File: config.mk
export PLATFORM = sky130hd
export DESIGN_NAME = prog_loader_rom
export DESIGN_NICKNAME = d
export VERILOG_FILES = /design/src/rtl/cpu_pkg.sv /design/src/rtl/prog_mem.sv /design/src/rtl/prog_loader_rom.sv
export SDC_FILE = /design/constraint.sdc
export NUM_CORES = 1
export LEC_CHECK = 0
export ABC_AREA = 1
export ABC_CLOCK_PERIOD_IN_PS = 1800
export BUFFER_PORTS_ARGS = -buffer_cell sky130_fd_sc_hd__buf_2
export CAP_MARGIN = 20
export CORE_ASPECT_RATIO = 1.25
export CORE_MARGIN = 5
export CORE_UTILIZATION = 40
export CTS_BUF_LIST = sky130_fd_sc_hd__clkbuf_16
export DETAILED_ROUTE_END_ITERATION = 6
export SYNTH_ARGS = -nofsm -noshare
export SYNTH_HDL_FRONTEND = slang
export SYNTH_SLANG_ARGS = --single-unit
export TNS_END_PERCENT = 50
File: constraint.sdc
create_clock -name clk -period 1.8 [get_ports clk]
set_input_delay 0.27 -clock clk [delete_from_list [all_inputs] [get_ports clk]]
set_output_delay 0.27 -clock clk [all_outputs]
set_load 0.01 [all_outputs]
File: src/rtl/cpu_pkg.sv
// rtl/cpu_pkg.sv - shared constants and types for the CPU instruction memory/loader
// Purpose: widths, loader state encoding and instruction layout shared by
//          prog_mem, prog_loader_rom and the CPU core.
package cpu_pkg;

  localparam int ADDR_W  = 4;
  localparam int INSTR_W = 8;
  localparam int DEPTH   = 2 ** ADDR_W;

  typedef enum logic [2:0] {
    EMPTY = 3'd0,
    LOAD  = 3'd1,
    CHECK = 3'd2,
    RUN   = 3'd3,
    ERROR = 3'd4
  } loader_state_t;

  typedef struct packed {
    logic [3:0] opecode;
    logic [3:0] imm;
  } instr_t;

endpackage

File: src/rtl/prog_mem.sv
// rtl/prog_mem.sv - 16x8 program register array, sync write, async read
// Purpose: instruction storage for the CPU.
// Ports:
//   clk   - rising-edge clock
//   n_rst - synchronous active-high reset, clears every word to 0
//   we    - write enable
//   waddr - write address
//   wdata - write data
//   raddr - read address (combinational read)
//   rdata - read data
module prog_mem
  import cpu_pkg::*;
(
  input  logic               clk,
  input  logic               n_rst,
  input  logic               we,
  input  logic [ADDR_W-1:0]  waddr,
  input  logic [INSTR_W-1:0] wdata,
  input  logic [ADDR_W-1:0]  raddr,
  output logic [INSTR_W-1:0] rdata
);

  logic [INSTR_W-1:0] mem [DEPTH];

  always_ff @(posedge clk) begin
    if (n_rst) begin
      for (int i = 0; i < DEPTH; i++) begin
        mem[i] <= '0;
      end
    end else if (we) begin
      mem[waddr] <= wdata;
    end
  end

  assign rdata = mem[raddr];

endmodule

File: src/rtl/prog_loader_rom.sv
// rtl/prog_loader_rom.sv - instruction ROM with byte-stream program loader
// Purpose: serves opecode/imm to the CPU combinationally and holds the CPU in
//          reset until a full 16-byte program has been loaded.
// Optional feature: define PROG_LOADER_CHECKSUM_EN to require a 17th byte
//          equal to the mod-256 sum of the program bytes.
// Ports:
//   clk        - rising-edge clock
//   n_rst      - synchronous active-high reset (despite the name)
//   load_start - pulse: begin/restart a program load
//   load_valid - load_data holds a byte
//   load_data  - program byte, stored in address order
//   load_ready - loader accepts a byte this cycle
//   load_done  - valid program resident (RUN)
//   load_err   - checksum failure (0 without the optional feature)
//   cpu_hold   - hold the CPU in reset
//   addr       - CPU fetch address
//   opecode    - fetched opcode (0 outside RUN)
//   imm        - fetched immediate (0 outside RUN)
module prog_loader_rom
  import cpu_pkg::*;
(
  input  logic               clk,
  input  logic               n_rst,
  input  logic               load_start,
  input  logic               load_valid,
  input  logic [INSTR_W-1:0] load_data,
  output logic               load_ready,
  output logic               load_done,
  output logic               load_err,
  output logic               cpu_hold,
  input  logic [ADDR_W-1:0]  addr,
  output logic [3:0]         opecode,
  output logic [3:0]         imm
);

  localparam logic [ADDR_W-1:0] LAST_ADDR = ADDR_W'(DEPTH - 1);

  loader_state_t     state, state_n;
  logic [ADDR_W-1:0] wptr, wptr_n;
  logic              mem_we;
  instr_t            rd_word;

`ifdef PROG_LOADER_CHECKSUM_EN
  logic [INSTR_W-1:0] sum, sum_n;
`endif

  always_ff @(posedge clk) begin
    if (n_rst) begin
      state <= EMPTY;
      wptr  <= '0;
`ifdef PROG_LOADER_CHECKSUM_EN
      sum   <= '0;
`endif
    end else begin
      state <= state_n;
      wptr  <= wptr_n;
`ifdef PROG_LOADER_CHECKSUM_EN
      sum   <= sum_n;
`endif
    end
  end

  always_comb begin
    state_n = state;
    wptr_n  = wptr;
    mem_we  = 1'b0;
`ifdef PROG_LOADER_CHECKSUM_EN
    sum_n   = sum;
`endif
    // Start wins over any byte offered in the same cycle.
    if (load_start) begin
      state_n = LOAD;
      wptr_n  = '0;
`ifdef PROG_LOADER_CHECKSUM_EN
      sum_n   = '0;
`endif
    end else begin
      case (state)
        LOAD: begin
          if (load_valid) begin
            mem_we = 1'b1;
            wptr_n = wptr + 1'b1;
`ifdef PROG_LOADER_CHECKSUM_EN
            sum_n  = sum + load_data;
            if (wptr == LAST_ADDR) state_n = CHECK;
`else
            if (wptr == LAST_ADDR) state_n = RUN;
`endif
          end
        end
`ifdef PROG_LOADER_CHECKSUM_EN
        CHECK: begin
          if (load_valid) begin
            state_n = (load_data == sum) ? RUN : ERROR;
          end
        end
`endif
        default: ;
      endcase
    end
  end

  prog_mem u_mem (
    .clk   (clk),
    .n_rst (n_rst),
    .we    (mem_we),
    .waddr (wptr),
    .wdata (load_data),
    .raddr (addr),
    .rdata (rd_word)
  );

`ifdef PROG_LOADER_CHECKSUM_EN
  assign load_ready = (state == LOAD) || (state == CHECK);
  assign load_err   = (state == ERROR);
`else
  assign load_ready = (state == LOAD);
  assign load_err   = 1'b0;
`endif
  assign load_done  = (state == RUN);
  assign cpu_hold   = (state != RUN);
  assign opecode    = (state == RUN) ? rd_word.opecode : 4'h0;
  assign imm        = (state == RUN) ? rd_word.imm     : 4'h0;

endmodule
## Yosys cells after proc, flatten, opt, wreduce, memory -nomap -nowiden

Memories as Yosys holds them, arrays and structs flattened.
Cells that the tools add are included.

- Bits in registers: 6
- Bits in writable memories: 128
- Input port bits: 16
- Output and inout port bits: 12
- Word-level logic and storage cells: 34
- Memories: 1

- $add $sub $neg: 1
- Equality and inequality tests: 4
- Multiplexer cells: 17
- Reductions and logical operators: 8

Memory list:

| name | depth | bits a word | read ports | clocked after memory_dff | wr ports | line | text |
|---|---|---|---|---|---|---|---|
| u_mem.mem | 16 | 8 | 1 | 0 | 16 | prog_mem.sv:23 | `logic [INSTR_W-1:0] mem [DEPTH];` |

Operators with widths:

| cell | number |
|---|---|
| two-way mux 1 bit | 13 |
| two-way mux 4 bit | 3 |
| two-way mux 8 bit | 1 |
| OR reduction 8 bit | 1 |
| AND reduction 3 bit | 2 |
| nonzero test 2 bit | 3 |
| adder 4 x 1 -> 4 bit, second input constant | 1 |
| == test 4 bit, second input constant | 1 |
| == test 2 x 1 -> 1 bit, second input constant | 1 |
| == test 2 bit, second input constant | 1 |
| inequality test 2 bit, second input constant | 1 |
| AND reduction 2 bit | 1 |
| OR reduction 2 bit | 1 |

## Depth between registers and ports, before layout

Gate-level depths: netlist of run 1.

- Depth in word-level cells: 8
- Gate-level depth with buffers: 8
- Mapped depth without buffers: 8

## Hierarchy

Synthesis of run 1 repeated with hierarchy kept, for this count alone.

- Cell total of the unflattened synthesis: 768
- Area, all modules: 6610.1 um2

By module, submodules not included:

| module | instances | cells each | area an instance (um2) | sequential area each (um2) |
|---|---|---|---|---|
| prog_mem | 1 | 708 | 6246.0 | 3843.7 |
| prog_loader_rom | 1 | 60 | 364.1 | 120.1 |

## Worst setup path before layout of run 1

No wires, ideal clock.

- Path kind: flip-flop to flip-flop
- Start point: register state[0]
- End point: memory u_mem.mem[0][0], enable pin
- Setup time: 0.329 ns
- Arrival time: 1.272 ns
- Required time: 1.471 ns
- Path slack: 0.199 ns
- Stages on the path, launching flop included: 9
- Buffers on the path: 0
- Clock period less this slack: 1.601 ns
- Cells stage by stage: dfxtp_1 > inv_2 > nor2_4 > nand2_2 > inv_2 > nand2_4 > nor2_8 > nand2_4 > nand2_1

RTL lines:

| item | line | text |
|---|---|---|
| from (decl) | prog_loader_rom.sv:38 | `loader_state_t state, state_n;` |
| from (signal assigned) | prog_loader_rom.sv:55 | `state <= state_n;` |
| to (decl) | prog_mem.sv:23 |  |

## Worst setup path after layout of run 1

- Start point: memory u_mem.mem[12][1]
- End point: output imm[1]

- Cells in the longest elaborated chain, start to end: 2

RTL lines:

| item | line | text |
|---|---|---|
| memory (16 x 8 bit) | n/a |  |
| two-way mux 4 bit | prog_loader_rom.sv:123 | `assign imm = (state == RUN) ? rd_word.imm : 4'h0;` |
| to (decl) | prog_loader_rom.sv:33 | `output logic [3:0] imm` |

No other way between the ends.

==> results_dict.tcl, run 1 <==
set metrics [dict create \
    status "finished, final reports clean" \
    grt_pass1_wl_um 25900 \
    synth-simple-area-share 0.303 \
    cts_tree "yes" \
    ys_types 20 \
    synth_top_family_by_area "simple AND/OR/NAND/NOR gates" \
    first_pass_iters 5 \
    synth_fa_ha_area_frac 0.00762 \
    p_clk_frac 0.438 \
    antenna_left 0 \
    met2WireLength_um 9100 \
    syn_inst 731 \
    io_pins 28 \
    critPathArrivalTime_ns 1.50 \
    fp.dieW_um 125 \
    pre_cts_ws_ns 0.0183 \
    ys_ff_latch 134 \
    met3WireLength_um 808 \
    top_layer_used "met4" \
    grt_overflow 0 \
    hold_viol 0 \
    routed_via_density 4.98 \
    hold_buffers 0 \
    finalMaxSlewViolations 0 \
    first_iter_violations 507 \
    p_comb_frac 0.078 \
    worstReg2RegStart "state[0]" \
    p_seq_frac 0.485 \
    worst_slack_ns 0.0284 \
    ir_drop_uv 475 \
    rr_worst_depth 8 \
    hp-class "in -> reg" \
    setup_viol 0 \
    core-area_mm2 0.0162 \
    postSynthNetCount 751 \
    diodes 0 \
    wl_met1_um 6580 \
    portBuffers 26 \
    swShare 0.226 \
    rows 52 \
    power.density_mw_per_mm2 931 \
    p_switching_mw 1.66 \
    period_needed_ns 1.77 \
    worstHoldStart "n_rst" \
    syn_avg_cell_area_um2 8.99 \
    synth_compound_area_frac 0.0124 \
    holdWs_ns 0.0434 \
    drive_above_1_share 0.199 \
    drc 0 \
    worstHoldEndpoint "state[0]" \
    chipHeight_um 153 \
    r2r_end "u_mem.mem[6][3]" \
    maxCapViolations 0 \
    insertion_delay_ns 0.42 \
    leakage_nw 3.66 \
    synth_xor_area_frac 0 \
    grt_use_total 0.177 \
    hpwl_um 11200 \
    htree_levels 4 \
    yosysWarnings 0 \
    skew_ns 0.00441 \
    min_path_cells 2 \
    routed_wirelength_um 16900 \
    synthesis.area_mm2 0.00657 \
    cts_buffer_depth 2 \
    grt_max_degree 65 \
    clock_sinks 134 \
    muxShareOfSynthArea 0 \
    min_period_over_period 0.984 \
    clk_pin_slew_ns 0.05 \
    rrSetupSlack_ns 0.15 \
    yosysSeqAreaShare 0.603 \
    place_congestion 0.857 \
    antenna_found_initial 0 \
    dp_cells 976 \
    fin_cells 1009 \
    layout.nets 801 \
    end_kind "primary output" \
    cts-buffers-inserted 17 \
    area.growth.synth_to_final_pct 19.7 \
    crit_fanout 1 \
    rsz0062_at_grt "yes" \
    crit_required_ns 1.53 \
    finalPower_mw 7.32 \
    start_util 0.405 \
    cts_root_buf "clkbuf_16" \
    vias 5026 \
    grt_pass1_vias 5003 \
    p_int_mw 5.67 \
    startpoint_type "register" \
    criticalPathCategory "reg -> out" \
    setup_tns_ns 0 \
    fmax_mhz 564 \
    fp.dieArea_mm2 0.0191 \
    wire_per_inst_um 16.8 \
]
-- registers in the layout, indices dropped and copies added (netlist names) --
signal and count:
state 2, u_mem.mem 128, wptr 4
-- stage by stage --
step / instance area, um^2 / utilization
5_1_grt: 7870 / 0.485
3_5_place_dp: 7150 / 0.441
4_1_cts: 7700 / 0.475
6_report: 7870 / 0.485
3_3_place_gp: 7150 / 0.441
2_1_floorplan: 6570 / -
-- synthesized netlist by cell type, drive strengths merged --
master	count	area share
o21ai	4	0.0030
edfxtp	128	0.59
ha	4	0.0076
nand2	231	0.15
buf	14	0.011
a31oi	1	0.00095
nor2	141	0.092
nand3	81	0.062
clkbuf	20	0.011
dfxtp	6	0.018
inv	89	0.051
conb	1	0.00057
a21oi	11	0.0084
-- final cells by class --
type / instances / area (um^2)
Tap cell: 216 / 270
Multi-Input combinational cell: 474 / 2240
Timing Repair Buffer: 65 / 508
Fill cell: 1463 / 8340
Inverter: 89 / 337
Clock buffer: 17 / 425
Sequential cell: 134 / 3960
Clock inverter: 14 / 120
-- worst max path at each step --
stage	from	endpoint
final	u_mem.mem[12][1]	imm[1]
after global routing	u_mem.mem[12][7]	opecode[3]
after CTS	u_mem.mem[10][3]	imm[3]
after detailed placement	load_start	u_mem.mem[6][4]
after global placement	load_start	u_mem.mem[6][4]
after floorplan	state[0]	u_mem.mem[0][0]
-- cells by family after synthesis --
kind of cell	count (synthesis)
and+or+nand+nor	453
adders and majority gates	4
DFF	134
AOI/OAI and AO/OA	16
other	1
buffers and inverters	123
-- power by group through the flow --
| stage | registers [mW] | logic (mW) | clock network, mW |
|---|---|---|---|
| global placement | 3.61 | 0.522 | 0 |
| floorplan | 3.59 | 0.340 | 0 |
| CTS | 3.55 | 0.533 | 3.23 |
| global route | 3.56 | 0.625 | 3.36 |
| finish | 3.55 | 0.568 | 3.21 |
| detailed placement | 3.61 | 0.530 | 0 |
-- worst max-delay path: stages (launching register included) --
cell	delay, ns
edfxtp_1	0.33
inv_1	0.04
nand2_1	0.07
nand3_1	0.10
nand3_1	0.11
nand3_1	0.12
a21oi_1	0.16
buf_2	0.15
-- layout by cell type, fill, tap and decap left out, types with 2 or more instances in the layout --
| master | n |
|---|---|
| bufinv_16 | 2 |
| dfxtp_1 | 6 |
| nor2_1 | 132 |
| a21oi_1 | 5 |
| clkinv_2 | 3 |
| nand2_4 | 13 |
| nand2_1 | 194 |
| nor2_4 | 2 |
| ha_1 | 4 |
| inv_1 | 85 |
| nor2_2 | 4 |
| buf_12 | 4 |
| nand3_1 | 71 |
| edfxtp_1 | 128 |
| clkinvlp_4 | 3 |
| buf_4 | 33 |
| o21ai_0 | 4 |
| clkbuf_16 | 19 |
| buf_2 | 26 |
| clkinv_1 | 4 |
| nand2_2 | 24 |
| nor2_8 | 3 |
| inv_2 | 5 |
| nand3_2 | 10 |
| a21oi_2 | 6 |
-- layer usage --
| layer | GRT usage | up-vias |
|---|---|---|
| li1 | - | 2415 |
| met1 | 0.201 | 2435 |
| met2 | 0.324 | 143 |
| met3 | 0.0300 | 33 |
| met4 | 0.0783 | 0 |
| met5 | 0 | - |
-- timing repair --
action,in CTS,in global routing
setup buffers,0,0
endpoints found under the setup margin,2,120
resized for setup,2,33
gates cloned,0,2
pin swaps,0,2
(Power assumes the default switching activity.)
==> run 2, diff against run 1 <==
--- a/config.mk
+++ b/config.mk
@@ -5,7 +5,6 @@
 export SDC_FILE = /design/constraint.sdc
 export NUM_CORES = 1
 export LEC_CHECK = 0
-export ABC_AREA = 1
 export ABC_CLOCK_PERIOD_IN_PS = 1800
 export BUFFER_PORTS_ARGS = -buffer_cell sky130_fd_sc_hd__buf_2
 export CAP_MARGIN = 20
==> results_dict.tcl, run 2 <==
set metrics [dict create \
    rrSetupSlack_ns 0.09 \
    status "complete, but fails checks" \
    period_needed_ns 1.98 \
    crit_fanout 1 \
    area.growth.synth_to_final_pct 20.9 \
    chipHeight_um 153 \
    rows 52 \
    routed_wirelength_um 15200 \
    hold_buffers 0 \
    yosysWarnings 0 \
    worstReg2RegStart "state[1]" \
    fin_cells 769 \
    synth_ff_type "edfxtp_1" \
    setup_viol 8 \
    clock_sinks 134 \
    fp.dieArea_mm2 0.0191 \
    final_cell_mix "129 x and2_1, 128 x edfxtp_1, 55 x mux2i_1" \
    crit_required_ns 1.53 \
    finalMaxSlewViolations 0 \
    syn_inst 475 \
    synth_most_common_cell "and2_1" \
    final_common_cell "and2_1" \
    rr_worst_depth 5 \
    layout.nets 560 \
    power.density_mw_per_mm2 953 \
    worstSetupEndpoint "opecode[2]" \
    async_reset_ff_frac 0 \
    synth_top_cells_by_count "129 x and2_1, 128 x edfxtp_1, 56 x mux2i_1, 27 x a22oi_1, 16 x or2_1" \
    htree_levels 4 \
    clk_pin_slew_ns 0.06 \
    ys_ff_latch 134 \
    cts_buffer_depth 2 \
    drive_above_1_share 0.269 \
    core-area_mm2 0.0162 \
    grt_overflow 0 \
    hp-class "in -> reg" \
    synth_top_cell_by_area "edfxtp_1" \
    worst_slack_ns -0.175 \
    place_congestion 0.786 \
    maxSlewHeadroom 0.489 \
    hpwl_um 10700 \
    yosysSeqAreaShare 0.603 \
    io_pins 28 \
    startpoint_type "register" \
    cts-buffers-inserted 17 \
    routed_via_density 5.09 \
    syn_avg_cell_area_um2 13.8 \
    leakage_nw 3.09 \
    grt_use_total 0.163 \
    cts_root_buf "clkbuf_16" \
    largest_reg_flops 128 \
    grt_pass1_vias 3926 \
    r2r_end "u_mem.mem[4][3]" \
    ys_types 35 \
    criticalPathCategory "reg -> out" \
    violations "negative setup slack" \
    multi_input_area_mm2 0.00245 \
    cp.depth 5 \
    first_pass_iters 7 \
    worst-path-buf-inv 1 \
    skew_ns 0.00627 \
    first_iter_violations 316 \
    antenna_left 0 \
    critPathArrivalTime_ns 1.71 \
    synth_edf_count 128 \
    cpPeakStageDelay_ns 0.47 \
    synthesis.area_mm2 0.00657 \
    netlist.area_leader.share 0.585 \
    dp_cells 737 \
    critPathLaunch "u_mem.mem[7][6]" \
    holdWs_ns 0.198 \
    postSynthNetCount 495 \
    ir_drop_uv 425 \
    top_register "u_mem.mem" \
    hold_viol 0 \
    insertion_delay_ns 0.42 \
    min_period_over_period 1.10 \
    fmax_mhz 506 \
    end_kind "primary output" \
    crit_chain "mux4_2 > nand2b_4 > nand3_2 > o21ai_1 > buf_2" \
    cts_tree "yes" \
    antenna_found_initial 0 \
    min_path_cells 3 \
    portBuffers 26 \
    cpMaxStageDelayCell "mux4_2" \
    diodes 0 \
    wire_per_inst_um 19.8 \
    register_area_mm2 0.00397 \
    grt_pass1_wl_um 23200 \
    cts_setup_buffers 0 \
    rsz0062_at_grt "yes" \
    vias 3912 \
    worstMarginPinSlew_ns 0.765 \
    top_regs "u_mem.mem: 128 flops, wptr: 4 flops, state: 2 flops" \
    maxCapViolations 0 \
    drc 0 \
    start_util 0.406 \
    fillers 1405 \
    grt_max_degree 22 \
    fp.dieW_um 125 \
    critPathTopFamily "multiplexers" \
    synthTopCellsByArea "edfxtp_1 58%, and2_1 12%, mux2i_1 8.5%, a22oi_1 3.1%, nor2_4 2.2%" \
    pre_cts_ws_ns -0.124 \
]
## run 2: changes by cell type after synthesis, moves of 11 or more
cell / change
nand3_1: -73
and2_1: +129
inv_1: -80
nand2_4: -13
nor2_1: -128
nand2_1: -201
or2_1: +16
nor2_4: +11
mux2i_1: +56
a22oi_1: +27
## run 2: worst min-delay path, cell delays in order
cell,delay [ns]
buf_2,0.11
buf_4,0.14
nor3_1,0.05
## run 2: metal layers
| layer | vias up | part of all wire | global-route usage |
|---|---|---|---|
| met5 | - | 0 | 0 |
| met4 | 0 | 0.027 | 0.0762 |
| met3 | 29 | 0.045 | 0.0461 |
| met2 | 93 | 0.50 | 0.267 |
| met1 | 1957 | 0.43 | 0.199 |
| li1 | 1833 | - | - |
## run 2: logic make-up after synthesis
family	count (synthesis)	share of synthesized area
other	1	0.000571
adders and majority gates	4	0.00762
buffers and inverters	30	0.0341
AOI/OAI and AO/OA	38	0.0405
and+or+nand+nor	205	0.211
xor gates and xnor gates	3	0.00400
DFF	134	0.603
muxes	60	0.0990
## run 2: power by group
group	switching, mW	total [mW]	internal [mW]
sequential	0.0308	3.54	3.51
clock	1.33	3.51	2.18
combinational	0.313	0.526	0.213
total	1.67	7.57	5.90
## run 2: worst min-delay path by stage
stage | startpoint | to | slack [ns]
after floorplan | load_start | wptr[0] | 0.35
after global placement | state[0] | state[0] | 0.49
after detailed placement | state[1] | state[1] | 0.50
after CTS | load_start | wptr[1] | 0.18
after global routing | load_start | wptr[3] | 0.19
final | load_start | wptr[2] | 0.20
## run 2: final cells by class
cell class                 count  area share
sequential                   134       0.499
multi-input combinational    311       0.309
timing repair buffer          73      0.0800
clock buffer                  17      0.0535
tap                          216      0.0340
clock inverter                15      0.0228
inverter                       3     0.00142
## run 2: through the flow
| stage | util | total power [mW] | setup TNS (ns) | area [um^2] |
|---|---|---|---|---|
| CTS | 0.489 | 7.63 | -0.885 | 7930 |
| global placement | 0.448 | 4.11 | -0.534 | 7270 |
| floorplan | - | 3.89 | 0 | 6570 |
| detailed placement | 0.448 | 4.11 | -0.706 | 7270 |
| global route | 0.490 | 7.83 | -1.51 | 7950 |
| finish | 0.490 | 7.57 | -0.949 | 7950 |
## run 2: what timing repair did
item                       4_1_cts  5_1_grt
pin swaps                        2        0
gates resized for setup         12        6
setup endpoints to repair        8       35
